`config.mk`:
```
export PLATFORM = sky130hd
export DESIGN_NAME = srm_dump_ctrl
export DESIGN_NICKNAME = d
export VERILOG_FILES = /design/src/rtl/srm_dump_ctrl.sv
export SDC_FILE = /design/constraint.sdc
export NUM_CORES = 1
export LEC_CHECK = 0
export BUFFER_PORTS_ARGS = -buffer_cell sky130_fd_sc_hd__buf_2
export CORE_MARGIN = 3
export CORE_UTILIZATION = 56
export CTS_CLUSTER_SIZE = 8
export DETAILED_ROUTE_END_ITERATION = 10
export HOLD_SLACK_MARGIN = 0.02
export PLACE_DENSITY = 0.95
export SETUP_SLACK_MARGIN = 0.15
export SYNTH_ARGS = -nofsm -noshare
export SYNTH_HDL_FRONTEND = slang
export SYNTH_SLANG_ARGS = --single-unit
```
`constraint.sdc`:
```
create_clock -name clk -period 6 [get_ports clk]
set_input_delay 1.2 -clock clk [delete_from_list [all_inputs] [get_ports clk]]
set_output_delay 1.2 -clock clk [all_outputs]
set_load 0.1 [all_outputs]
```
`src/rtl/srm_dump_ctrl.sv`:
```
// -----------------------------------------------------------------------------
// srm_dump_ctrl
//
// Shares the mapper save-RAM (srm) port between live CPU accesses and a
// background dump engine. The engine walks a window of the srm address space
// and streams every byte to the host side over a valid/ready handshake. The
// CPU always wins the port. If the CPU takes the port while the engine is part
// way through a read, that read starts again from the beginning.
//
// State table:
//   IDLE | waiting for start
//   READ | engine holds ptr/oe on srm until READ_LAT clean cycles have passed
//   HOLD | captured byte presented on dump_dat, waiting for dump_rdy
//   DONE | one-cycle completion/abort pulse on done
//
// Ports:
//   clk, rst          mapper clock, synchronous active-high reset
//   cpu_req/we/oe     CPU srm access strobes for this cycle
//   cpu_addr          CPU srm address
//   start, abort      one-cycle control pulses
//   base, len         dump window, sampled when start is accepted
//   srm_ce/oe/we      memory strobes (muxed CPU / engine)
//   srm_addr          memory address (muxed CPU / engine)
//   srm_do            memory read data
//   dump_dat/vld/rdy  streamed byte handshake
//   busy              engine in READ or HOLD
//   done              completion / abort pulse
//   preempt_cnt       saturating count of engine reads restarted by the CPU
// -----------------------------------------------------------------------------
module srm_dump_ctrl #(
    parameter int READ_LAT = 2,
    parameter int ADDR_W   = 14
) (
    input  logic              clk,
    input  logic              rst,
    input  logic              cpu_req,
    input  logic              cpu_we,
    input  logic              cpu_oe,
    input  logic [ADDR_W-1:0] cpu_addr,
    input  logic              start,
    input  logic              abort,
    input  logic [ADDR_W-1:0] base,
    input  logic [ADDR_W:0]   len,
    output logic              srm_ce,
    output logic              srm_oe,
    output logic              srm_we,
    output logic [ADDR_W-1:0] srm_addr,
    input  logic [7:0]        srm_do,
    output logic [7:0]        dump_dat,
    output logic              dump_vld,
    input  logic              dump_rdy,
    output logic              busy,
    output logic              done,
    output logic [7:0]        preempt_cnt
);

    localparam logic [1:0] ST_IDLE = 2'd0;
    localparam logic [1:0] ST_READ = 2'd1;
    localparam logic [1:0] ST_HOLD = 2'd2;
    localparam logic [1:0] ST_DONE = 2'd3;

    localparam logic [2:0]      LAT_LAST = 3'(READ_LAT - 1);
    localparam logic [ADDR_W:0] CNT_ONE  = (ADDR_W+1)'(1);

    logic [1:0]        state_q,    state_d;
    logic [ADDR_W-1:0] ptr_q,      ptr_d;
    logic [ADDR_W:0]   cnt_q,      cnt_d;
    logic [2:0]        lat_q,      lat_d;
    logic [7:0]        dat_q,      dat_d;
    logic              vld_q,      vld_d;
    logic [7:0]        preempt_q,  preempt_d;

    // Port mux: the CPU always owns the port when it asks for it.
    always_comb begin
        srm_ce   = 1'b0;
        srm_oe   = 1'b0;
        srm_we   = 1'b0;
        srm_addr = ptr_q;
        if (cpu_req) begin
            srm_ce   = 1'b1;
            srm_oe   = cpu_oe;
            srm_we   = cpu_we;
            srm_addr = cpu_addr;
        end else if (state_q == ST_READ) begin
            srm_ce   = 1'b1;
            srm_oe   = 1'b1;
        end
    end

    always_comb begin
        state_d   = state_q;
        ptr_d     = ptr_q;
        cnt_d     = cnt_q;
        lat_d     = lat_q;
        dat_d     = dat_q;
        vld_d     = vld_q;
        preempt_d = preempt_q;

        case (state_q)
            ST_IDLE: begin
                if (start) begin
                    ptr_d     = base;
                    cnt_d     = len;
                    lat_d     = 3'd0;
                    preempt_d = 8'd0;
                    state_d   = (len == '0) ? ST_DONE : ST_READ;
                end
            end

            ST_READ: begin
                if (abort) begin
                    vld_d   = 1'b0;
                    state_d = ST_DONE;
                end else if (cpu_req) begin
                    // A restart only counts if the engine had already made progress.
                    lat_d = 3'd0;
                    if (lat_q != 3'd0 && preempt_q != 8'hFF) begin
                        preempt_d = preempt_q + 8'd1;
                    end
                end else if (lat_q == LAT_LAST) begin
                    dat_d   = srm_do;
                    vld_d   = 1'b1;
                    state_d = ST_HOLD;
                end else begin
                    lat_d = lat_q + 3'd1;
                end
            end

            ST_HOLD: begin
                // abort beats a simultaneous handshake: the byte is dropped untransferred.
                if (abort) begin
                    vld_d   = 1'b0;
                    state_d = ST_DONE;
                end else if (dump_rdy) begin
                    vld_d   = 1'b0;
                    ptr_d   = ptr_q + ADDR_W'(1);
                    cnt_d   = cnt_q - CNT_ONE;
                    lat_d   = 3'd0;
                    state_d = (cnt_q == CNT_ONE) ? ST_DONE : ST_READ;
                end
            end

            default: begin
                state_d = ST_IDLE;
            end
        endcase
    end

    always_ff @(posedge clk) begin
        if (rst) begin
            state_q   <= ST_IDLE;
            ptr_q     <= '0;
            cnt_q     <= '0;
            lat_q     <= 3'd0;
            dat_q     <= 8'd0;
            vld_q     <= 1'b0;
            preempt_q <= 8'd0;
        end else begin
            state_q   <= state_d;
            ptr_q     <= ptr_d;
            cnt_q     <= cnt_d;
            lat_q     <= lat_d;
            dat_q     <= dat_d;
            vld_q     <= vld_d;
            preempt_q <= preempt_d;
        end
    end

    assign dump_dat    = dat_q;
    assign dump_vld    = vld_q;
    assign busy        = (state_q == ST_READ) || (state_q == ST_HOLD);
    assign done        = (state_q == ST_DONE);
    assign preempt_cnt = preempt_q;

endmodule
```
After elaboration in Yosys (flattened, before gate mapping)
Index checks and enable logic that the tools add are counted.
{ "word_totals": {"input_bits": 59, "word_cells": 84, "output_inout_bits": 36, "register_bits": 51} }
{ "op_classes": {"eq_ne": 16, "n_reduce_logical": 15, "addsub": 4, "bitwise_logic": 2, "n_mux": 40} }
{ "op_table": {"columns": ["op", "count"], "rows": [
  ["$mux 14", 4],
  ["$mux 15", 3],
  ["$mux 8", 4],
  ["$pmux 15 s2", 1],
  ["$pmux 14 s2", 1],
  ["$mux 3", 6],
  ["$mux 2", 8],
  ["$pmux 8 s2", 1],
  ["$reduce_and 4->1", 4],
  ["$eq 15x1->1 const B", 1],
  ["$logic_not 15->1", 1],
  ["$sub 15x1->15 const B", 1],
  ["$add 14x1->14 const B", 1],
  ["$ne 2x2->1 const B", 5],
  ["$mux 1", 9],
  ["$ne 3x3->1 const B", 3],
  ["$pmux 3 s3", 1],
  ["$add 8x1->8 const B", 1],
  ["$ne 8x8->1 const B", 1],
  ["$pmux 2 s3", 1],
  ["$reduce_and 6->1", 1],
  ["$reduce_bool 2->1", 3],
  ["$reduce_bool 3->1", 2],
  ["$reduce_and 5->1", 1],
  ["other kinds (11)", 13]
]} }

Longest topological paths before layout
{ "logic_depth": {"word_depth": 6, "ltp_mapped": 9, "ltp_nobuf": 7} }

Worst setup path after synthesis
Ideal clock, no wire load.
{ "synth_path": {"path_type": "input -> output", "from": "input cpu_req", "to": "output srm_addr[13]", "path_stages": 3, "arrival_ns": 3.768, "required_time_ns": 4.800, "n_path_buf": 2, "path_slack_ns": 1.032, "path_cell_list": "clkbuf_1 buf_1 o21ai_0"} }
{ "synth_via": {"elab_chain_cells": 1} }
{ "synth_rtl": {"columns": ["element", "line", "source"], "rows": [
  ["start: declaration", "36", "input logic cpu_req,"],
  ["$mux 14", "79", "if (cpu_req) begin"],
  ["end: declaration", "47", "output logic [ADDR_W-1:0] srm_addr,"]
]} }
Every way passes these cells.

Worst setup path after layout
{ "layout_path": {"from": "input cpu_req", "to": "output srm_addr[1]"} }
The elaborated chain is that of the path after synthesis.

==> results.yml <==
run_status:
  status: "finished clean"
floorplanning:
  die_w_um: 81.04
  start_util: 0.5983
  io_pins: 95
  dieArea_um2: 6567
  core_area_um2: 5270
  die_y_um: 81.04
  rows: 26
cells_and_area:
  fin_area_um2: 3710
  final_nets: 545
  layout-drive-gt1-share: 0.2647
  final_common_cell: "buf_2"
  fill_cells: 422
  final_cell_mix: "buf_2, dfxtp_1, nand2_1"
  diodes: 0
  area_growth_pct: 17.66
placement:
  postPlaceCellArea_um2: 3610
  dp.final_hpwl_um: 6125
  dp_slack_ns: 2.548
  gp_congestion: 0.8680
  numPortBuffers: 94
setup_path:
  crit_type: "primary input to output pin"
  rr_worst_depth: 6
  r2r_slack_ns: 3.35
  arrival_ns: 2.25
  critPathMaxFanout: 21
  r2r-start: "state_q[1]"
  cp-end-kind: "output pin"
  start_kind: "primary input"
  r2r-end: "dump_dat[7]"
  cp.required_ns: 4.80
synthesis:
  synth-compound-area-share: 0.2484
  synth_top_family_by_area: "compound AO/OA/AOI/OAI gates"
  synthFlopType: "dfxtp_1"
  syn_nets: 472
  syn_area_per_cell_um2: 7.843
  synth_fa_ha_area_frac: 0.04365
  yosysWarnings: 0
  synthTopCellsByArea: "dfxtp_1, mux2_2, nand2_1"
  synthMuxAreaShare: 0.08135
  synth_top_area_share: 0.3238
  yosys.area.top_type: "dfxtp_1"
  ys_seq_area_frac: 0.3238
  synth_edf_count: 0
  async_flop_share: 0
  synth-simple-area-share: 0.2413
  synth-xor-area-share: 0
  syn-cell-area_um2: 3153
  synth_cell_types: 56
  ys_ff_latch: 51
  syn-instance-count: 402
clock_network:
  cts.path.max_buffers: 2
  ctsHtreeMaxLevel: 2
  post_cts_buffers: 0
  cts-root-buf: "clkbuf_8"
  cts_tree: "done"
  hold_buffers: 0
  cts.clk_slew.worst_paths_ns: 0.09
  clock_latency_ns: 0.31
  cts_made_buffers: 5
  cts_resized: 0
  cts.sinks: 51
power_and_ir_drop:
  totalPowerFinal_uw: 1746
  max-vdd-ir-drop_mv: 0.3628
  power_frac_clock: 0.125
  seq_power_share: 0.301
  p_sw_uw: 930.1
  p_leak_uw: 0.001504
  internal-power_uw: 815.5
  comb_power_share: 0.575
  switching_share: 0.5328
  p_per_area_nw_per_um2: 470.6
drt:
  drt_pass1_iterations: 5
  drcViolationCount: 0
  drtAntennaViolNets: 0
  routed_via_density: 6.364
  wl_met1_um: 3433
  wl_met2_um: 4253
  routedWlPerCell_um: 16.04
  routed.top_layer: "met4"
  wirelength_um: 8759
  met3_length_um: 895
  first_iter_violations: 376
  vias: 3475
timing:
  min_period_over_period: 0.5748
  relSlewSlack: 0.2326
  slew_viol_final: 0
  fin_hold_ws_ns: 0.4701
  finClkSkew_ns: 0.004058
  setup_viol: 0
  grt_setup_unrepaired: "no"
  final-hold-violation-count: 0
  tightest_slew_ns: 1.148
  fin_crit_ns: 3.449
  setup_ws_ns: 2.551
  timing.setup.tns_ns: 0
  maxClockFrequency_ghz: 0.2899
grt:
  track_usage: 0.2682
  grt_pass1_wl_um: 14100
  grt_max_degree: 50
  grt_pass1_vias: 3227
  antenna_found_initial: 0
  grt-ovfl-total: 0
worst_hold_path:
  hp-start: "dump_vld"
  min_to: "dump_vld"
  hold_path_class: "flip-flop to flip-flop"
  min_path_cells: 2
job:
  maxCapViolations: 0
## area by class of cell
type	instances	area, um^2	area share
multi-input cells	304	1952	0.5261
flip-flops and latches	51	1021	0.2752
repair buffers	96	485.5	0.1309
clock buffers	8	100.1	0.02698
well taps	70	87.58	0.02361
inverters	17	63.81	0.01720
## cell families (layout without fill, tap and decap cells)
logic type,after synthesis,count (layout)
and+or+nand+nor,150,150
AOI/OAI and AO/OA,119,119
muxes,24,24
DFF,51,51
adders and majority gates,11,11
buffers and inverters,47,121
## synthesized netlist by cell type (all sizes together) (9+ instances only)
library cell,number
dfxtp,51
nand2,39
nor2,31
a21oi,29
o21ai,27
clkbuf,24
inv,17
nor3,17
nand3,15
a211oi,13
mux2,13
ha,11
mux2i,11
nor4,9
## metrics by stage
step / utilization / instances
6_report: 0.7039 / 546
5_1_grt: 0.7039 / 546
4_1_cts: 0.7039 / 546
3_5_place_dp: 0.6849 / 538
3_3_place_gp: 0.6849 / 538
2_1_floorplan: - / 402
## worst max-delay path by stage
stage | startpoint | to | slack (ns) | cells after the start
global placement | cpu_req | srm_oe | 2.58 | 4
detailed placement | cpu_req | srm_oe | 2.55 | 4
finish | cpu_req | srm_addr[1] | 2.55 | 3
floorplan | cpu_req | srm_addr[13] | 1.03 | 3
global route | cpu_req | srm_oe | 2.49 | 4
CTS | cpu_req | srm_oe | 2.54 | 4
## sequential cells by signal, summed over array words and instances (netlist names)
signal,count
cnt_q,15
ptr_q,14
lat_q,3
state_q,2
dump_vld,1
preempt_cnt,8
dump_dat,8
## critical path, stage by stage
cell	delay (ns)
buf_2	0.36
mux2_2	0.39
buf_2	0.29
## power by group through the flow
stage          combinational (uW)  sequential, uW  clock (uW)
3_3_place_gp                  948             522           0
3_5_place_dp                  981             527           0
5_1_grt                      1080             539         238
2_1_floorplan                 806             519           0
6_report                     1000             525         218
4_1_cts                       987             521         220
## per-layer routing
| metal | GRT usage | vias to the layer above |
|---|---|---|
| li1 | - | 1632 |
| met1 | 0.3125 | 1616 |
| met2 | 0.4778 | 206 |
| met3 | 0.05876 | 21 |
| met4 | 0.1014 | 0 |
| met5 | 0 | - |
Power figures use the tool's default switching activity.
